<file path="src/rtl/pc_sequencer_pkg.sv">
// Shared definitions for the PC sequencer: state encoding, PC increment, reset vector.
// Also provides word-alignment helpers used in next-PC selection.
package pc_sequencer_pkg;

    typedef enum logic [1:0] {
        StFetch    = 2'd0,
        StWaitExec = 2'd1,
        StTrap     = 2'd2
    } state_e;

    localparam logic [31:0] PcIncr         = 32'd4;
    localparam logic [31:0] DefaultResetPc = 32'h0000_0000;

    function automatic logic [31:0] align_word(logic [31:0] addr);
        return addr & 32'hFFFF_FFFC;
    endfunction

    function automatic logic is_misaligned(logic [31:0] addr);
        return (addr & 32'h0000_0003) != 32'h0;
    endfunction

endpackage

</file>
<file path="src/rtl/pc_sequencer_if.sv">
// Bundle of fetch-side and execute-side signals of the PC sequencer.
// master: the sequencer itself; slave: memory/execute environment.
interface pc_sequencer_if;

    logic        imem_req;
    logic [31:0] imem_addr;
    logic        imem_ack;
    logic [31:0] imem_rdata;
    logic        stall;
    logic        instr_valid;
    logic [31:0] instr;
    logic [31:0] pc_out;
    logic        exec_done;
    logic        take_branch;
    logic [31:0] branch_target;
    logic [31:0] retire_cnt;
    logic        trap;

    modport master (
        output imem_req, imem_addr, instr_valid, instr, pc_out, retire_cnt, trap,
        input  imem_ack, imem_rdata, stall, exec_done, take_branch, branch_target
    );

    modport slave (
        input  imem_req, imem_addr, instr_valid, instr, pc_out, retire_cnt, trap,
        output imem_ack, imem_rdata, stall, exec_done, take_branch, branch_target
    );

endinterface

</file>
<file path="src/rtl/pc_sequencer.sv">
// Fetch/execute PC sequencer: fetches one instruction, holds it for execute, then advances PC.
// Define PC_MISALIGN_TRAP_EN to trap on misaligned branch targets instead of masking them.
module pc_sequencer
    import pc_sequencer_pkg::*;
#(
    parameter logic [31:0] RESET_PC = DefaultResetPc
) (
    input  logic           clk,
    input  logic           rst,
    pc_sequencer_if.master bus
);

    state_e      state_q, state_d;
    logic [31:0] pc_q, pc_d;
    logic [31:0] instr_q, instr_d;
    logic [31:0] pc_out_q, pc_out_d;
    logic [31:0] retire_q, retire_d;
    logic        imem_req;
    logic        instr_valid;
    logic [31:0] next_pc;

    always_ff @(posedge clk or posedge rst) begin
        if (rst) begin
            state_q  <= StFetch;
            pc_q     <= RESET_PC;
            instr_q  <= 32'h0;
            pc_out_q <= 32'h0;
            retire_q <= 32'h0;
        end else begin
            state_q  <= state_d;
            pc_q     <= pc_d;
            instr_q  <= instr_d;
            pc_out_q <= pc_out_d;
            retire_q <= retire_d;
        end
    end

    // Low target bits are dropped here; with the trap enabled a misaligned
    // target never reaches this path.
    assign next_pc = bus.take_branch ? align_word(bus.branch_target) : pc_q + PcIncr;

    always_comb begin
        state_d     = state_q;
        pc_d        = pc_q;
        instr_d     = instr_q;
        pc_out_d    = pc_out_q;
        retire_d    = retire_q;
        imem_req    = 1'b0;
        instr_valid = 1'b0;

        case (state_q)
            StFetch: begin
                imem_req = !bus.stall;
                if (imem_req && bus.imem_ack) begin
                    instr_d  = bus.imem_rdata;
                    pc_out_d = pc_q;
                    state_d  = StWaitExec;
                end
            end
            StWaitExec: begin
                instr_valid = 1'b1;
                if (bus.exec_done) begin
`ifdef PC_MISALIGN_TRAP_EN
                    if (bus.take_branch && is_misaligned(bus.branch_target)) begin
                        state_d = StTrap;
                    end else begin
                        pc_d     = next_pc;
                        retire_d = retire_q + 32'd1;
                        state_d  = StFetch;
                    end
`else
                    pc_d     = next_pc;
                    retire_d = retire_q + 32'd1;
                    state_d  = StFetch;
`endif
                end
            end
            StTrap: begin
                state_d = StTrap;
            end
            default: begin
                state_d = StFetch;
            end
        endcase
    end

    assign bus.imem_req    = imem_req;
    assign bus.imem_addr   = pc_q;
    assign bus.instr_valid = instr_valid;
    assign bus.instr       = instr_q;
    assign bus.pc_out      = pc_out_q;
    assign bus.retire_cnt  = retire_q;

`ifdef PC_MISALIGN_TRAP_EN
    assign bus.trap = (state_q == StTrap);
`else
    assign bus.trap = 1'b0;
`endif

endmodule

</file>
<file path="src/flat_wrapper.sv">
// flat-port wrapper written by rule: the top's interface ports become plain ports
module pc_sequencer_flat import pc_sequencer_pkg::*;
#(
    parameter logic [31:0] RESET_PC = DefaultResetPc
)
  (clk, rst, bus_imem_req, bus_imem_addr, bus_instr_valid, bus_instr, bus_pc_out, bus_retire_cnt, bus_trap, bus_imem_ack, bus_imem_rdata, bus_stall, bus_exec_done, bus_take_branch, bus_branch_target);
  pc_sequencer_if bus_i ();
  input  logic clk;
  input  logic rst;
  output wire logic [$bits(bus_i.imem_req)-1:0] bus_imem_req;
  output wire logic [$bits(bus_i.imem_addr)-1:0] bus_imem_addr;
  output wire logic [$bits(bus_i.instr_valid)-1:0] bus_instr_valid;
  output wire logic [$bits(bus_i.instr)-1:0] bus_instr;
  output wire logic [$bits(bus_i.pc_out)-1:0] bus_pc_out;
  output wire logic [$bits(bus_i.retire_cnt)-1:0] bus_retire_cnt;
  output wire logic [$bits(bus_i.trap)-1:0] bus_trap;
  input wire logic [$bits(bus_i.imem_ack)-1:0] bus_imem_ack;
  input wire logic [$bits(bus_i.imem_rdata)-1:0] bus_imem_rdata;
  input wire logic [$bits(bus_i.stall)-1:0] bus_stall;
  input wire logic [$bits(bus_i.exec_done)-1:0] bus_exec_done;
  input wire logic [$bits(bus_i.take_branch)-1:0] bus_take_branch;
  input wire logic [$bits(bus_i.branch_target)-1:0] bus_branch_target;
  assign bus_imem_req = bus_i.imem_req;
  assign bus_imem_addr = bus_i.imem_addr;
  assign bus_instr_valid = bus_i.instr_valid;
  assign bus_instr = bus_i.instr;
  assign bus_pc_out = bus_i.pc_out;
  assign bus_retire_cnt = bus_i.retire_cnt;
  assign bus_trap = bus_i.trap;
  assign bus_i.imem_ack = bus_imem_ack;
  assign bus_i.imem_rdata = bus_imem_rdata;
  assign bus_i.stall = bus_stall;
  assign bus_i.exec_done = bus_exec_done;
  assign bus_i.take_branch = bus_take_branch;
  assign bus_i.branch_target = bus_branch_target;
  pc_sequencer #(.RESET_PC(RESET_PC)) u_core (.clk(clk), .rst(rst), .bus(bus_i));
endmodule
</file>
<file path="config.mk">
export PLATFORM = sky130hd
export DESIGN_NAME = pc_sequencer_flat
export DESIGN_NICKNAME = d
export VERILOG_FILES = /design/src/rtl/pc_sequencer_pkg.sv /design/src/rtl/pc_sequencer_if.sv /design/src/rtl/pc_sequencer.sv /design/src/flat_wrapper.sv
export SDC_FILE = /design/constraint.sdc
export NUM_CORES = 1
export LEC_CHECK = 0
export BUFFER_PORTS_ARGS = -buffer_cell sky130_fd_sc_hd__clkbuf_2
export CAP_MARGIN = 25
export CORE_ASPECT_RATIO = 0.6
export CORE_MARGIN = 3
export CORE_UTILIZATION = 38
export CTS_BUF_LIST = sky130_fd_sc_hd__clkbuf_4 sky130_fd_sc_hd__clkbuf_8
export CTS_CLUSTER_SIZE = 20
export DETAILED_ROUTE_END_ITERATION = 10
export GPL_TIMING_DRIVEN = 0
export PLACE_DENSITY = 0.65
export SLEW_MARGIN = 20
export SYNTH_ARGS = -nofsm -noshare
export SYNTH_HDL_FRONTEND = slang
export SYNTH_SLANG_ARGS = --single-unit
</file>
<file path="constraint.sdc">
create_clock -name clk -period 3.8 [get_ports clk]
set_clock_uncertainty 0.05 [all_clocks]
set_input_delay 0.19 -clock clk [delete_from_list [all_inputs] [get_ports clk]]
set_output_delay 0.19 -clock clk [all_outputs]
set_load 0.005 [all_outputs]
</file>
# Word-level counts from Yosys, hierarchy flattened
# Cells that the tools add are included.
# totals
regBits	130
in_bits	70
out_inout_bits	131
word_cells	23
# classes
addsub	2
n_eq_ne	4
mux	6
reduce_logical	6
# op_table
operator	count
32-bit by 1-bit adder with 32-bit output (second input constant)	1
32-bit by 3-bit adder with 32-bit output (second input constant)	1
32-bit 2-to-1 mux	1
2-bit one-hot mux with 3 select lines	1
2-bit AND reduction	3
2-bit 2-to-1 mux	2
2-bit by 1-bit == test with 1-bit output (second input constant)	1
2-bit == test (second input constant)	1
2-bit zero test	1
1-bit 2-to-1 mux	2
2-bit by 1-bit != test with 1-bit output (second input constant)	1
2-bit != test (second input constant)	1
1-bit logical AND	1
1-bit zero test	1

# Longest topological paths before layout
# depth
ltp_word	4
ltp_mapped	6
depth_no_buf	5

# Worst setup path after synthesis
# Ideal clock, no wire load.
# synth_timing
path_type	flip-flop to flip-flop
startpoint	register u_core.state_q[0]
endpoint	register u_core.instr_q[10] (netlist: u_core.bus.instr[10])
setup_ps	125
arrival_ps	1508
required_ps	3625
setup_slack_ps	2117
path_stages_with_launch	6
path_buffers	2
synth_period_minus_slack_ps	1683
path_cell_list	dfrtp_1 -> nor3_1 -> and2_1 -> buf_2 -> buf_2 -> mux2_2
# synth_via
elab_chain_len	2
# synth_rtl
element	line	source
start: declaration	pc_sequencer.sv:13	state_e state_q, state_d;
start signal: assignment	pc_sequencer.sv:24	state_q <= StFetch;
start signal: assignment	pc_sequencer.sv:30	state_q <= state_d;
2-bit zero test	pc_sequencer.sv:51	case (state_q)
2-bit AND reduction (no source line)	--	
end signal: assignment	pc_sequencer.sv:32	instr_q <= instr_d;
end: declaration	pc_sequencer.sv:15	logic [31:0] instr_q, instr_d;
# No other way between the ends.
# A chain may end at the register's enable or synchronous reset.

# Worst setup path after layout
# layout_timing
startpoint	input bus_exec_done
endpoint	register u_core.pc_q[18] (netlist: u_core.bus.imem_addr[18])
# layout_via
elab_chain_len	1
# layout_rtl
element	line	source
start: declaration	flat_wrapper.sv:20	input wire logic [$bits(bus_i.exec_done)-1:0] bus_exec_done;
2-bit AND reduction (no source line)	--	
end signal: assignment	pc_sequencer.sv:31	pc_q <= pc_d;
end: declaration	pc_sequencer.sv:14	logic [31:0] pc_q, pc_d;
# No other way between the ends.

==> flow_summary.toml <==
[layout]
regArea_sq_um = 3150
area_growth_pct = 35.2
final_cells = 1007
final_core_util_pct = 54.3
multi_input_area_sq_um = 2640
final_cell_mix = "clkbuf_2, dfrtp_1, mux2_2, dlygate4sd3_1, nand3_1"
drive_above_1_share_pct = 39.9
layout_commonest_cell = "clkbuf_2"
final_area_sq_um = 8130
n_fill_cell = 1314
n_antenna_cell = 0
fin_nets = 868

[sta]
holdWs_ps = 21.0
worst_pin_slew_ps = 730
worst_slack_ps = 1630
setup_viol = 0
fin_crit_ps = 2170
drv_slew = 0
relSlewSlack_pct = 50.9
timing.final.crit_share_pct = 57.1
totalNegativeSetupSlack_ps = 0
fmax_ghz = 0.461
rsz0062_at_grt = "false"
hold_viol_final = 0

[grt]
grt_max_degree = 66
grt_util_all_layers_pct = 21.2
grt_pass1_vias = 5285
grt_overflow = 0
grt_first_pass_wirelength_mm = 28.9
antenna_found_initial = 0

[clock_network]
cts_resized = 0
clk_latency_ps = 440
root_buffer = "clkbuf_8"
numCtsBuffers = 17
cts_tree = "yes"
cts_sinks = 126
path_clk_slew_ps = 90
clock_path_buffers = 2
h-tree-depth = 4

[placed_design]
post-place-cells = 932
numPortBuffers = 193
place_area_sq_um = 7280
post-dp-hpwl_mm = 12.9
post-place-ws_ps = 1650
gp_congestion = 0.882

[critical_path]
cp-end-kind = "flop"
worstPathRequired_ps = 4060
worstPathArrival_ps = 2430
start_kind = "input pin"
r2r_setup_slack_ps = 1640
crit_fanout = 10
worstSetupPathType = "input pin to flop"

[flow_run]
maxCapViolations = 0

[logic_synthesis]
synth-seq-area-share_pct = 52.4
syn_area_sq_um = 6020
ys_ff_latch = 126
synth_edf_count = 0
syn_avg_cell_area_sq_um = 11.2
yosysUniqueCellTypes = 59
synth_warnings = 0
netlist_instances = 536
async_flop_share_pct = 100
synth_ff_type = "dfrtp_1"

[die]
die_area_sq_um = 17400
io_pins = 201
initial_core_util_pct = 40.2
die_h_microns = 103
row_count = 34
coreArea_sq_um = 15000
dieWidth_microns = 168

[power]
power_leakage_nw = 3.78
total_power_mw = 4.04
p_per_area_nw_per_um2 = 497
peakVddDrop_uv = 253

[detailed_routing]
vias = 5406
routedWlPerCell_microns = 18.1
drc = 0
ant_nets = 0
drt_first_pass_iters = 5
via_per_inst = 5.37
wl_mm = 18.2
dr.first_iter.drc_count = 516

[status]
status = "finished, final reports clean"

[hold_path]
min_path_type = "input pin to flop"
==> path summary, 6_finish.rpt <==
kind | start | end | cells after the start
min in group asynchronous | rst | u_core.bus.instr[31] | 3
max reg2reg | u_core.state_q[1] | u_core.bus.imem_addr[18] | 6
min | bus_branch_target[6] | u_core.bus.imem_addr[6] | 3
min reg2reg | u_core.bus.retire_cnt[31] | u_core.bus.retire_cnt[31] | 1
max | bus_exec_done | u_core.bus.imem_addr[18] | 8
max in group asynchronous | rst | u_core.bus.imem_addr[10] | 4
==> final cells by class <==
class / instances / area share, %
multi-input cells: 364 / 32.5
flip-flops and latches: 126 / 38.8
well taps: 198 / 3.05
inverters: 10 / 0.523
clock buffers: 20 / 3.23
repair buffers: 237 / 17.5
clock inverters: 12 / 2.00
plain buffers: 40 / 2.46
==> power breakdown <==
group	switching, mW	internal, mW
Sequential	0.251	1.60
Clock	0.571	0.687
Combinational	0.449	0.484
==> state kept, by name (all words and copies together) (netlist names) <==
register,count
u_core.bus.instr,32
u_core.bus.pc_out,30
u_core.bus.imem_addr,30
u_core.bus.retire_cnt,32
u_core.state_q,2
==> timing repair <==
| action | 4_1_cts | 5_1_grt |
|---|---|---|
| buffers inserted | 0 | 0 |
| endpoints found under the hold margin | 103 | 0 |
| hold buffers | 43 | 0 |
==> cell usage after synthesis (all sizes together), types with 10 or more instances <==
cell / instances / area [sq um]
clkbuf: 19 / 72.6
nor2: 24 / 92.6
and3: 13 / 82.6
o21ai: 25 / 125
nand4: 30 / 209
xnor2: 28 / 245
a21oi: 14 / 70.1
buf: 21 / 128
nand2: 19 / 71.3
dfrtp: 126 / 3150
nor3: 19 / 100
nand3: 36 / 193
nor4: 10 / 105
mux2: 62 / 698
inv: 10 / 37.5
==> layer usage <==
layer	up-vias	routed length [microns]	GRT usage, %
met4	0	245	5.85
met2	284	7670	31.0
met5	-	0	0
met3	29	1810	5.32
li1	2489	-	-
met1	2604	8480	31.4
==> critical path: stages <==
cell           delay [ps]
dlygate4sd3_1         540
clkbuf_2              130
nand3b_1              380
clkbuf_1              420
clkbuf_1              470
nor3_1                 80
nand4_1               120
nand3_1                70
==> kinds of logic (layout without fill, tap and decap cells) <==
group / after synthesis / in the layout / synth area share, %
flip-flops: 126 / 126 / 52.4
multiplexers: 66 / 66 / 12.3
AND/OR/NAND/NOR: 182 / 182 / 17.8
XOR/XNOR: 31 / 31 / 4.51
AO/OA/AOI/OAI: 78 / 78 / 8.53
buffers and inverters: 50 / 319 / 3.95
other: 1 / 5 / 0.0623
adder cells (fa/ha/maj): 2 / 2 / 0.416
No activity file was read; power rests on OpenSTA's default activity.
